### src/rtl/snn_pkg.sv
// Shared types and helpers for the two-layer classifier core, its loader and
// its bench: FSM state encoding, derived width helpers and the hidden clamp.
package snn_pkg;

  typedef enum logic [2:0] {
    S_IDLE,
    S_HID_MAC,
    S_HID_WB,
    S_OUT_MAC,
    S_OUT_CMP,
    S_DONE
  } state_t;

  // Wide enough for N_IN sign-extended weights without overflow.
  function automatic int hacc_width(input int w_w, input int n_in);
    return w_w + $clog2(n_in) + 1;
  endfunction

  // Wide enough for N_HID products of a signed weight and an unsigned byte.
  function automatic int oacc_width(input int w_w, input int n_hid);
    return w_w + 8 + $clog2(n_hid) + 1;
  endfunction

  // Index width that never collapses to zero bits for single-entry ranges.
  function automatic int idx_width(input int n);
    return (n > 1) ? $clog2(n) : 1;
  endfunction

  function automatic logic [7:0] clamp_u8(input logic signed [31:0] v);
    if (v < 0)   return 8'd0;
    if (v > 255) return 8'd255;
    return v[7:0];
  endfunction

endpackage

### src/rtl/snn_mac_acc.sv
// Clearable accumulator; 'sum' already contains the current term so the
// final lagged term of a dot product can be consumed in the clear cycle.
module snn_mac_acc #(
  parameter int W = 16
) (
  input  logic         clk,
  input  logic         rst,
  input  logic         clr,
  input  logic         en,
  input  logic [W-1:0] term,
  output logic [W-1:0] sum
);

  logic [W-1:0] acc;

  assign sum = en ? acc + term : acc;

  // NOTE: sequential state is written with non-blocking assignments only, so
  // every flop samples pre-edge values regardless of process ordering.
  always_ff @(posedge clk) begin
    if (rst || clr) acc <= '0;
    else            acc <= sum;
  end

endmodule

### src/rtl/snn_mlp_core.sv
// Two-layer binary-input classifier: streams pixels and weights from external
// synchronous memories, computes clamped-ReLU hidden units, then argmax output.
module snn_mlp_core
  import snn_pkg::*;
#(
  parameter  int N_IN      = 784,
  parameter  int N_HID     = 32,
  parameter  int N_OUT     = 10,
  parameter  int W_W       = 8,
  parameter  int HID_SHIFT = 4,
  localparam int IA        = $clog2(N_IN),
  localparam int HWA       = $clog2(N_IN * N_HID),
  localparam int OWA       = $clog2(N_HID * N_OUT),
  localparam int DW        = $clog2(N_OUT),
  localparam int HACC      = hacc_width(W_W, N_IN),
  localparam int OACC      = oacc_width(W_W, N_HID)
) (
  input  logic            clk,
  input  logic            rst,
  input  logic            start,
  output logic [IA-1:0]   addr_input_unit,
  input  logic            q_input,
  output logic [HWA-1:0]  addr_w_hid,
  input  logic [W_W-1:0]  q_w_hid,
  output logic [OWA-1:0]  addr_w_out,
  input  logic [W_W-1:0]  q_w_out,
  output logic            busy,
  output logic            done,
  output logic [DW-1:0]   digit,
  output logic [OACC-1:0] score
);

  localparam int HB = idx_width(N_HID);

  state_t state, state_nxt;

  logic [HB-1:0]          h_cnt, h_rd;
  logic [DW-1:0]          o_cnt, best_idx;
  logic signed [OACC-1:0] best;
  logic                   hid_mac_v, out_mac_v;
  logic                   i_last, h_last, o_last;

  logic [HACC-1:0]        hid_term, hid_sum;
  logic [7:0]             hid_act, hid_rd_val;
  logic [7:0]             hid_mem [N_HID];

  logic signed [W_W+8:0]  w_ext, h_ext, prod;
  logic [OACC-1:0]        out_term, out_sum;

  assign i_last = (addr_input_unit == IA'(N_IN - 1));
  assign h_last = (h_cnt == HB'(N_HID - 1));
  assign o_last = (o_cnt == DW'(N_OUT - 1));

  // Hidden layer: memory data lags its address by one cycle, hence hid_mac_v.
  assign hid_term = q_input ? HACC'($signed(q_w_hid)) : '0;
  assign hid_act  = clamp_u8(32'($signed(hid_sum) >>> HID_SHIFT));

  snn_mac_acc #(.W(HACC)) u_hid_acc (
    .clk  (clk),
    .rst  (rst),
    .clr  (state == S_HID_WB),
    .en   (hid_mac_v),
    .term (hid_term),
    .sum  (hid_sum)
  );

  // Output layer: h_rd trails h_cnt so the activation lines up with ROM data.
  assign hid_rd_val = hid_mem[h_rd];
  assign w_ext      = (W_W + 9)'($signed(q_w_out));
  assign h_ext      = {{(W_W + 1){1'b0}}, hid_rd_val};
  assign prod       = w_ext * h_ext;
  assign out_term   = OACC'(prod);

  snn_mac_acc #(.W(OACC)) u_out_acc (
    .clk  (clk),
    .rst  (rst),
    .clr  (state == S_OUT_CMP),
    .en   (out_mac_v),
    .term (out_term),
    .sum  (out_sum)
  );

  always_ff @(posedge clk) begin
    if (rst) state <= S_IDLE;
    else     state <= state_nxt;
  end

  // NOTE: defaulting state_nxt before the case keeps this purely combinational
  // (no latch) even when a branch leaves it untouched.
  always_comb begin
    state_nxt = state;
    case (state)
      S_IDLE:    if (start) state_nxt = S_HID_MAC;
      S_HID_MAC: if (i_last) state_nxt = S_HID_WB;
      S_HID_WB:  state_nxt = h_last ? S_OUT_MAC : S_HID_MAC;
      S_OUT_MAC: if (h_last) state_nxt = S_OUT_CMP;
      S_OUT_CMP: state_nxt = o_last ? S_DONE : S_OUT_MAC;
      S_DONE:    state_nxt = S_IDLE;
      default:   state_nxt = S_IDLE;
    endcase
  end

  always_ff @(posedge clk) begin
    if (rst) begin
      addr_input_unit <= '0;
      addr_w_hid      <= '0;
      addr_w_out      <= '0;
      h_cnt           <= '0;
      h_rd            <= '0;
      o_cnt           <= '0;
      hid_mac_v       <= 1'b0;
      out_mac_v       <= 1'b0;
      best            <= '0;
      best_idx        <= '0;
      busy            <= 1'b0;
      done            <= 1'b0;
      digit           <= '0;
      score           <= '0;
    end else begin
      hid_mac_v <= (state == S_HID_MAC);
      out_mac_v <= (state == S_OUT_MAC);
      h_rd      <= h_cnt;
      done      <= (state == S_DONE);
      busy      <= (state_nxt != S_IDLE) || (state == S_DONE);
      case (state)
        S_IDLE: begin
          addr_input_unit <= '0;
          addr_w_hid      <= '0;
          addr_w_out      <= '0;
          h_cnt           <= '0;
          o_cnt           <= '0;
        end
        S_HID_MAC: begin
          // Hidden ROM is h-major, so its address simply walks forward.
          addr_input_unit <= i_last ? '0 : addr_input_unit + IA'(1);
          addr_w_hid      <= (i_last && h_last) ? '0 : addr_w_hid + HWA'(1);
        end
        S_HID_WB: h_cnt <= h_last ? '0 : h_cnt + HB'(1);
        S_OUT_MAC: begin
          h_cnt      <= h_last ? '0 : h_cnt + HB'(1);
          addr_w_out <= (h_last && o_last) ? '0 : addr_w_out + OWA'(1);
        end
        S_OUT_CMP: begin
          // Strict compare keeps the lowest class index on ties.
          if (o_cnt == '0 || $signed(out_sum) > best) begin
            best     <= $signed(out_sum);
            best_idx <= o_cnt;
          end
          o_cnt <= o_last ? '0 : o_cnt + DW'(1);
        end
        S_DONE: begin
          digit <= best_idx;
          score <= best;
        end
        default: ;
      endcase
    end
  end

  // NOTE: the hidden register file has no reset; each entry is written in
  // HID_WB before the output layer can read it.
  always_ff @(posedge clk) begin
    if (state == S_HID_WB) hid_mem[h_cnt] <= hid_act;
  end

endmodule

### config.mk
export PLATFORM = sky130hd
export DESIGN_NAME = snn_mlp_core
export DESIGN_NICKNAME = d
export VERILOG_FILES = /design/src/rtl/snn_pkg.sv /design/src/rtl/snn_mac_acc.sv /design/src/rtl/snn_mlp_core.sv
export SDC_FILE = /design/constraint.sdc
export NUM_CORES = 1
export LEC_CHECK = 0
export CORE_MARGIN = 2
export CORE_UTILIZATION = 26
export CTS_CLUSTER_SIZE = 12
export DETAILED_ROUTE_END_ITERATION = 8
export GPL_TIMING_DRIVEN = 1
export SLEW_MARGIN = 20
export SYNTH_ARGS = -nofsm -noshare
export SYNTH_HDL_FRONTEND = slang
export SYNTH_SLANG_ARGS = --single-unit
export TNS_END_PERCENT = 5
### constraint.sdc
create_clock -name clk -period 12.32 [get_ports clk]
set_input_delay 2.464 -clock clk [delete_from_list [all_inputs] [get_ports clk]]
set_output_delay 2.464 -clock clk [all_outputs]
set_load 0.01 [all_outputs]
== Word level (Yosys, flattened, before mapping) ==
Memories as Yosys holds them, arrays and structs flattened. A register that Yosys moved wholly into a read port is not among the register bits.
Cells that the tools add are included.

* Register bits after elaboration: 143
* Bits in writable memories: 256
* Input port bits: 20
* Bits in latches: 0
* Memories: 1
* Bits in read-only memories: 0
* Logic and storage cells: 81

{| class="wikitable"
|+ Memory list
! memory !! depth !! bits a word !! read ports !! clocked after Yosys merged registers in !! wr ports !! line !! RTL
|-
| hid_mem || 32 || 8 || 1 || 1 || 1 || snn_mlp_core.sv:45 || <nowiki>logic [7:0] hid_mem [N_HID];</nowiki>
|}

* Magnitude comparators: 3
* Add/subtract/negate cells: 7
* Shift operators: 0
* Divide/modulo/power cells: 0
* Eq/ne operators: 8
* Muxes and demuxes: 29
* Bitwise operators: 0
* $mul: 1
* Reduce and logical (&&, ||, !) cells: 15

{| class="wikitable"
|+ Operator list
! cell !! number
|-
| $mux 19 || 2
|-
| $mux 8 || 4
|-
| $pmux 15 s2 || 1
|-
| $add 22x22->22 || 1
|-
| $gt 22x22->1 || 1
|-
| $mux 22 || 1
|-
| $pmux 10 s2 || 1
|-
| $add 19x19->19 || 1
|-
| $pmux 9 s2 || 1
|-
| $mul 8x9->17 || 1
|-
| $add 15x1->15 const B || 1
|-
| $gt 15x9->1 const B || 1
|-
| $lt 15x1->1 const B || 1
|-
| $mux 15 || 1
|-
| $pmux 3 s5 || 1
|-
| $mux 3 || 4
|-
| $add 10x1->10 const B || 1
|-
| $eq 10x10->1 const B || 1
|-
| $mux 10 || 1
|-
| $mux 5 || 2
|-
| $pmux 5 s2 || 1
|-
| $add 9x1->9 const B || 1
|-
| $mux 9 || 1
|-
| $pmux 4 s2 || 1
|-
| other kinds (18) || 31
|}

== Depth between registers and ports, before layout ==
Gate-level depths: netlist (run 1).

* Depth in word-level cells: 8
* Gate-level depth with buffers: 45

== Hierarchy ==
From an unflattened synthesis (run 1), not the netlist that was laid out.

* Cell total of the unflattened synthesis: 1,790
* Area total of the unflattened synthesis: 21,155.3 um^2

{| class="wikitable"
|+ By module, submodules not included
! module !! area each (um^2) !! sequential area each (um^2) !! cells an instance !! instances
|-
| snn_mlp_core || 17,423.0 || 9,829.4 || 1,329 || 1
|-
| snn_mac_acc (u_out_acc) || 1,996.9 || 440.4 || 247 || 1
|-
| snn_mac_acc (u_hid_acc) || 1,735.4 || 380.4 || 214 || 1
|}

== Least setup slack after synthesis (run 1) ==
OpenSTA, ideal clock, no wires.

* Path type: input port to flip-flop
* Start: input port q_w_out[4]
* End: register best[20]
* Path buffers: 1
* Arrival time: 9,492 ps
* Data required time: 12,229 ps
* Setup slack: 2,737 ps
* Stages on the path: 37
* Cell sequence: nor2b_1 > fa_1 > inv_1 > fa_1 > inv_1 > fa_1 > inv_1 > fa_1 > inv_1 > ha_1 > inv_1 > o21bai_1 > a21oi_1 > nor2b_1 > o21a_1 > nor2_1 > xnor2_1 > ha_1 > and4_1 > a31oi_1 > a21bo_2 > a21oi_1 > o21ai_1 > a311oi_1 > xnor2_1 > nand2_1 > xnor2_1 > ha_1 > nand4_1 > nor2_1 > a32o_1 > a21oi_1 > nand2_1 > o21ai_1 > buf_2 > o21ai_0 > a311oi_1

* Word-level cells in the longest chain between the ends: 6

{| class="wikitable"
|+ Ends and longest elaborated chain
! element !! line !! RTL
|-
| start: declaration || snn_mlp_core.sv:26 || <nowiki>input logic [W_W-1:0] q_w_out,</nowiki>
|-
| $mul 8x9->17 || snn_mlp_core.sv:71 || <nowiki>assign prod = w_ext * h_ext;</nowiki>
|-
| $add 22x22->22 || snn_mac_acc.sv:16 || <nowiki>assign sum = en ? acc + term : acc;</nowiki>
|-
| $mux 22 || snn_mac_acc.sv:16 ||
|-
| net out_sum[21] || snn_mlp_core.sv:48 || <nowiki>logic [OACC-1:0] out_term, out_sum;</nowiki>
|-
| $gt 22x22->1 || snn_mlp_core.sv:145 || <nowiki>if (o_cnt == '0 || $signed(out_sum) > best) begin</nowiki>
|-
| $logic_or 1x1->1 || snn_mlp_core.sv:145 ||
|-
| $reduce_and 2->1 (no source line) || - ||
|-
| end signal: assignment || snn_mlp_core.sv:146 || <nowiki>best <= $signed(out_sum);</nowiki>
|-
| end: declaration || snn_mlp_core.sv:39 || <nowiki>logic signed [OACC-1:0] best;</nowiki>
|}

The timed path passes the listed nets, and every way through them passes these cells.
A chain may end at the register's enable or synchronous reset.

==> results of run 1 <==
## layout make-up
type / count / area, sq um
clock buffer: 59 / 1140
sequential: 404 / 10700
fill: 7859 / 54800
tap: 1050 / 1310
multi-input combinational: 1149 / 9300
inverter: 113 / 424
clock inverter: 16 / 168
timing repair buffer: 94 / 918
## kinds of logic (layout without fill, tap and decap cells)
family                   after synthesis  count (layout)
AND/OR/NAND/NOR                      542             542
AO/OA/AOI/OAI                        281             281
XOR/XNOR                              40              40
flip-flops                           404             404
multiplexers                         131             131
adder cells (fa/ha/maj)              155             155
buffers and inverters                178             282
## sequential cells by signal, summed over array words and instances, names as in the netlist, 5 cells and up, named ones only
name and count:
hid_mem 256, best 22, score 22, u_out_acc.acc 22
u_hid_acc.acc 19, addr_w_hid 15, addr_input_unit 10, addr_w_out 9
h_cnt 5
## worst max-delay path by stage
stage	startpoint	endpoint	slack, ns	depth (start not counted)
4_1_cts	flop	best[3]	1.61	37
2_1_floorplan	q_w_out[4]	best[20]	2.74	37
3_3_place_gp	q_w_out[7]	best[1]	1.30	37
3_5_place_dp	q_w_out[7]	best[3]	1.11	34
5_1_grt	flop	best[12]	1.01	36
6_report	flop	best[3]	1.61	37
## power groups by stage
stage	registers (W)	clock network [W]	logic, W
floorplan	0.00153	0	0.000279
global placement	0.00153	0	0.000388
detailed placement	0.00153	0	0.000400
CTS	0.00151	0.00125	0.000402
global route	0.00150	0.00131	0.000451
finish	0.00151	0.00122	0.000398
## tightest hold or removal path, stage by stage (launching register included)
cell and delay (ns):
dfxtp_1 0.31, nand2_1 0.05, a21oi_1 0.05
## synthesized netlist by cell type, drive strengths merged (4+ instances only)
| master | n |
|---|---|
| edfxtp | 256 |
| nor2 | 213 |
| dfxtp | 148 |
| nand2 | 130 |
| a21oi | 117 |
| ha | 116 |
| inv | 113 |
| mux4 | 80 |
| nor2b | 68 |
| o21ai | 64 |
| mux2i | 41 |
| clkbuf | 40 |
| fa | 39 |
| xnor2 | 27 |
| buf | 25 |
| and3 | 24 |
| nand2b | 22 |
| a211oi | 20 |
| nand3 | 18 |
| a21o | 17 |
| and2 | 15 |
| xor2 | 13 |
| nor3 | 12 |
| o21a | 12 |
| a311oi | 11 |
| mux2 | 10 |
| nand4 | 9 |
| a31oi | 8 |
| nor3b | 6 |
| a22oi | 4 |
| nand3b | 4 |
| or2 | 4 |
| or3 | 4 |
## per-layer routing
layer / wire, microns / share of wire / up-vias
li1: - / - / 6389
met1: 19200 / 0.43 / 6653
met2: 22800 / 0.51 / 252
met3: 1660 / 0.037 / 74
met4: 1160 / 0.026 / 0
met5: 0 / 0 / -
## through the flow
stage | instance area (sq um) | hold WS (ns)
after global placement | 22600 | 0.449
after CTS | 23900 | 0.461
after floorplan | 20600 | 0.431
after detailed placement | 22600 | 0.452
final | 23900 | 0.459
after global routing | 23900 | 0.478
==> key figures, run 1 <==
Global route
  • Met1 usage: 0.133
  • Antenna violations before repair: 2
  • M3 GR Usage: 0.0175
  • Largest net degree at the start of global routing: 67
  • GRT Total Usage: 0.108
  • First-pass GRT wire length: 71.5 mm
  • Total grt overflow: 0
  • Top Usage Layer GRT: met2
  • Number of global-route vias before repair: ~13000
  • Met2 usage: 0.193

Synth
  • Synth Area in Compound Gates: 0.0846
  • Commonest register cell after synthesis: edfxtp_1
  • Syn Inst Count: 1731
  • Yosys warning total: 0
  • FF+latch count, synth: slightly above 400
  • Largest family of logic cells by synthesized area: simple AND/OR/NAND/NOR gates
  • Sequential-to-total area share from yosys stat: 0.517
  • Simple logic cell fraction of the synthesized area: 0.124
  • Mux cell area share after synthesis: 0.114
  • Post-synthesis cell area: a little over 20000 sq um
  • Xor/xnor share of the synthesized area: 0.0174
  • Post-synthesis net count: 1906
  • Area contributors post-synth: edfxtp_1, dfxtp_1, mux4_2
  • Average size of a mapped cell: between 10 and 15 sq um
  • Number of synthesized flops with an enable pin: approximately 260
  • Top-area cell type share of the netlist area: 0.373
  • Post-synth top area cell: edfxtp_1
  • Async set-reset flop share out of synthesis: 0
  • Post-synthesis cell type count: 75
  • Post-synthesis adder-cell area fraction: 0.108

Clocking
  • Clk pin slew, worst setup/hold paths: ~0.06 ns
  • CTS Sinks: roughly 400
  • Hold-fix buffers, CTS: 0
  • CTS root buf: clkbuf_16
  • TritonCTS clock tree: built
  • Longest Clk Path Bufs: 3
  • Clk Latency, worst-skew pair: ~0.57 ns
  • Post-CTS setup repair buffer count: 0
  • CTS resizes: 0
  • H-tree depth: 2
  • Total CTS buffers: 43

Pwr
  • Power Density: approximately 130 nW/um^2
  • Switching share of power: 0.253
  • Leak pwr: approximately 8.5 nW
  • Switching pwr: 0.000789 W
  • Overall power: approximately 0.0031 W
  • Reg power frac: 0.482
  • Peak supply drop: ~90 uV
  • Comb power frac: 0.128
  • Cell Int Power: approximately 0.0023 W
  • Clock power frac: 0.390

Detailed routing
  • Vias/cell: roughly 4.6
  • # DRC: 0
  • Vias: about 13000
  • Drt wl/cell: between 15 and 20 microns
  • Post-DRT Antenna Nets: 0
  • WL final: between 40 and 50 mm
  • Drt initial violations: 754
  • First-pass DRT Iterations: 5

Critical path
  • FF-to-FF path depth: 37
  • Startpoint Class: flop
  • Crit-path max FO: 64
  • Worst setup EP type: flop
  • Max incr delay on CP: between 1 and 1.5 ns
  • WP data arrival: approximately 11 ns
  • Worst path required time: 12.74 ns
  • Critical path's slowest cell: dfxtp_4
  • Reg-to-reg slack, setup: 1.61 ns
  • CP delay by family, top: adder cells
  • Kind of critical path: reg2reg
  • Buffers & Inverters on Critical Path: 5
  • R2r endpoint: best[3]

Timing
  • Max-slew violations: 0
  • Max_slew headroom: 0.323
  • Clock period minus worst slack: between 10 and 15 ns
  • Setup TNS Final: 0 ns
  • Final hold vios: 0
  • RSZ-0062 raised after global routing: no
  • Worst clock skew: between 0.02 and 0.025 ns
  • Slew @ Worst Pin: 1.01 ns
  • Max Freq: around 0.093 GHz
  • Final Cycle Share: 0.869
  • Final Setup Violations: 0
  • Final WS setup: 1.61 ns

Die
  • Total die area: approximately 81000 sq um
  • Row count: between 100 and 150
  • Core Area: ~80000 sq um
  • Starting density of the core: 0.262
  • Die Height: 285 microns
  • Die width: between 200 and 300 microns
  • Ports: 82

Place
  • Post-DP HPWL: roughly 31 mm
  • Buffers on Ports: between 80 and 90
  • Gpl congestion: roughly 0.8
  • Pre-CTS WS: between 1 and 1.5 ns
  • Placed Cells: about 2800

Finish
  • N_diodes: 0
  • Share of layout cells above drive strength 1: 0.108
  • Net count, final: 1980
  • Most frequent cells in the layout: edfxtp_1, nor2_1, dfxtp_1
  • Synth-to-Final Area Change: 16.1%
  • Post-Layout Cell Count: between 2000 and 3000
  • Most common cell after layout, fill and taps aside: edfxtp_1
  • Finished Core Util: 0.304

Outcome
  • Status: completed

Run
  • MaxCap Viol Count: 0

Min path
  • Worst Hold Launch: score[9]
  • Hold path depth: 2
  • Hold crit path type: reg2reg
  • WHS Endpoint: score[9]
Note: power is estimated with default switching activity, not from simulation.
==> run 2: changes to the inputs <==
--- a/config.mk
+++ b/config.mk
@@ -13,5 +13,6 @@
 export SLEW_MARGIN = 20
 export SYNTH_ARGS = -nofsm -noshare
 export SYNTH_HDL_FRONTEND = slang
+export SYNTH_HIERARCHICAL = 1
 export SYNTH_SLANG_ARGS = --single-unit
 export TNS_END_PERCENT = 5
==> constraint.sdc (replaced) <==
create_clock -name clk -period 8.9 [get_ports clk]
set_input_delay 1.78 -clock clk [delete_from_list [all_inputs] [get_ports clk]]
set_output_delay 1.78 -clock clk [all_outputs]
set_load 0.01 [all_outputs]
==> key figures, run 2 <==
Synth
  • Syn Inst Count: between 1500 and 2000
  • Yosys warning total: 6
  • Number of synthesized flops with an enable pin: about 260
  • Post-synthesis cell area: ~21000 sq um
  • FF+latch count, synth: between 400 and 500
  • Async set-reset flop share out of synthesis: 0
  • Top-area cell type share of the netlist area: 0.363
  • Post-synth top area cell: edfxtp_1
  • Post-synthesis cell type count: 80
  • Post-synthesis net count: 1964
  • Area contributors post-synth: edfxtp_1, dfxtp_1, mux4_2
  • Commonest register cell after synthesis: edfxtp_1
  • Average size of a mapped cell: around 12 sq um
  • Sequential-to-total area share from yosys stat: 0.503
  • Top cells by instance count after synthesis: edfxtp_1, nor2_1, nand2_1, dfxtp_1, a21oi_1
  • Most common cell in the netlist: edfxtp_1

Finish
  • Max reg flops: 256
  • Synth-to-Final Area Change: 22.8%
  • Biggest register: hid_mem
  • Share of layout cells above drive strength 1: 0.197
  • Net count, final: 2168
  • Area of the multi-input gates: slightly above 10000 sq um
  • Most common cell after layout, fill and taps aside: edfxtp_1
  • Fillers: around 8000
  • Most frequent cells in the layout: edfxtp_1, nand2_1, nor2_1
  • Reg area: 10700 sq um
  • N_diodes: 0

Critical path
  • Crit-path max FO: 8
  • R2r endpoint: best_idx[1]
  • Startpoint Class: flop
  • Worst path required time: about 9.4 ns
  • Max incr delay on CP: ~0.57 ns
  • CP delay by family, top: adder cells
  • Worst setup EP type: flop
  • FF-to-FF path depth: slightly above 40
  • Critical path's slowest cell: mux4_2
  • Reg-to-reg slack, setup: -0.49 ns
  • Kind of critical path: reg2reg
  • CP most frequent cell: buf_4
  • Buffers & Inverters on Critical Path: 11
  • WP data arrival: slightly below 10 ns

Place
  • Post-DP HPWL: roughly 36 mm
  • Buffers on Ports: between 80 and 90
  • Gpl congestion: roughly 0.85
  • Pre-CTS WS: -0.824 ns

Outcome
  • Status: complete, but fails checks
  • Failing checks: negative setup slack

Die
  • Die width: about 290 microns
  • Ports: between 80 and 90
  • Core Area: approximately 80000 sq um
  • Die Height: 289 microns
  • Starting density of the core: 0.263
  • Total die area: 83700 sq um
  • Row count: ~100

Timing
  • Final hold vios: 0
  • Slew @ Worst Pin: between 0.9 and 1 ns
  • RSZ-0062 raised after global routing: yes
  • Max_slew headroom: 0.381
  • Final Cycle Share: 1.06
  • Final WS setup: -0.490 ns
  • Max Freq: about 0.11 GHz
  • Max-slew violations: 0
  • Worst clock skew: between 0.02 and 0.025 ns
  • Final Setup Violations: 26
  • Clock period minus worst slack: about 9.4 ns

Pwr
  • Overall power: approximately 0.0055 W
  • Reg power frac: 0.388
  • Switching share of power: 0.299
  • Power Density: between 200 and 250 nW/um^2
  • Clock power frac: 0.333
  • Peak supply drop: about 150 uV
  • Cell Int Power: approximately 0.0038 W
  • Comb power frac: 0.279
  • Leak pwr: around 9 nW
  • Switching pwr: around 0.0016 W

Clocking
  • TritonCTS clock tree: built
  • Clk Latency, worst-skew pair: between 0.5 and 0.6 ns
  • CTS root buf: clkbuf_16
  • Hold-fix buffers, CTS: 0
  • Clk pin slew, worst setup/hold paths: ~0.060 ns
  • H-tree depth: 2
  • CTS Sinks: between 400 and 500
  • Total CTS buffers: 46
  • Longest Clk Path Bufs: 3

Detailed routing
  • # DRC: 0
  • Vias/cell: ~4.7
  • First-pass DRT Iterations: 6
  • Vias: roughly 14000
  • Drt wl/cell: approximately 17 microns
  • Post-DRT Antenna Nets: 0
  • WL final: just over 50 mm
  • Drt initial violations: 923

Min path
  • Worst Hold Launch: score[21]
  • WHS Endpoint: score[21]
  • Hold crit path type: reg2reg
  • Hold path depth: 2

Global route
  • Total grt overflow: 0
  • Antenna violations before repair: 1
  • Number of global-route vias before repair: about 15000
  • GRT Total Usage: 0.121
  • Largest net degree at the start of global routing: 76
  • First-pass GRT wire length: around 80 mm

Run
  • MaxCap Viol Count: 0
run 2: worst max-delay path by stage:
| stage | startpoint | endpoint | slack (ns) | cells past startpoint |
|---|---|---|---|---|
| 6_report | flop | best_idx[1] | -0.49 | 41 |
| 3_5_place_dp | q_w_out[3] | best_idx[1] | -0.82 | 36 |
| 3_3_place_gp | q_w_out[4] | best_idx[1] | -0.68 | 36 |
| 2_1_floorplan | q_w_out[2] | best[10] | 0.04 | 34 |
| 5_1_grt | flop | best_idx[1] | -0.85 | 41 |
| 4_1_cts | flop | best_idx[1] | -0.38 | 36 |
run 2: layer usage:
| metal | part of all wire | up-vias | track usage |
|---|---|---|---|
| met5 | 0.00031 | - | 0 |
| met4 | 0.012 | 2 | 0.0232 |
| met3 | 0.053 | 60 | 0.0246 |
| met2 | 0.50 | 322 | 0.209 |
| met1 | 0.44 | 7175 | 0.157 |
| li1 | - | 6911 | - |
run 2: cell families (layout without fill, tap and decap cells):
group           Yosys count  count (layout)  share of synthesized area
xor+xnor                 37              37                     0.0153
fa+ha+maj               154             154                      0.105
compound gates          270             270                     0.0787
flops                   404             404                      0.503
mux                     142             142                      0.120
simple gates            617             617                      0.146
buf+inv                 166             404                     0.0318
run 2: cell type report:
cell class / instances / share of cell area
Clock buffer: 64 / 0.0485
Clock inverter: 18 / 0.00771
Inverter: 92 / 0.0133
Multi-Input combinational cell: 1220 / 0.389
Sequential cell: 404 / 0.410
Tap cell: 1060 / 0.0511
Timing Repair Buffer: 230 / 0.0806
run 2: repair_timing:
item | in CTS | in global routing
gates cloned | 0 | 1
buffers inserted | 7 | 16
resized for setup | 3 | 28
pin swaps | 2 | 13
setup endpoints to repair | 26 | 26
hold endpoints to repair | 0 | 0
run 2: per-stage QoR:
step	cell area (sq um)	TNS, ns	util	std cells	hold WS (ns)
2_1_floorplan	21400	0	-	1790	0.432
3_3_place_gp	24200	-17.59	0.300	2982	0.450
3_5_place_dp	24200	-20.44	0.300	2982	0.449
4_1_cts	25700	-9.03	0.319	3071	0.457
5_1_grt	26000	-21.73	0.322	3088	0.474
6_report	26000	-12.02	0.322	3088	0.456
run 2: power groups by stage:
stage	Clock, W	Sequential (W)	Combinational [W]
after global routing	0.00194	0.00213	0.00171
final	0.00183	0.00213	0.00153
after detailed placement	0	0.00217	0.00150
after global placement	0	0.00217	0.00147
after floorplan	0	0.00217	0.000898
after CTS	0.00187	0.00213	0.00152
run 2: worst register-to-register path: cells and delay by family, from the launching register on:
family / cells / cell delay [ns]
simple gates: 9 / 1.25
flops: 1 / 0.43
buf+inv: 11 / 1.35
fa+ha+maj: 7 / 2.87
compound gates: 7 / 1.42
mux: 6 / 1.93
xor+xnor: 1 / 0.06
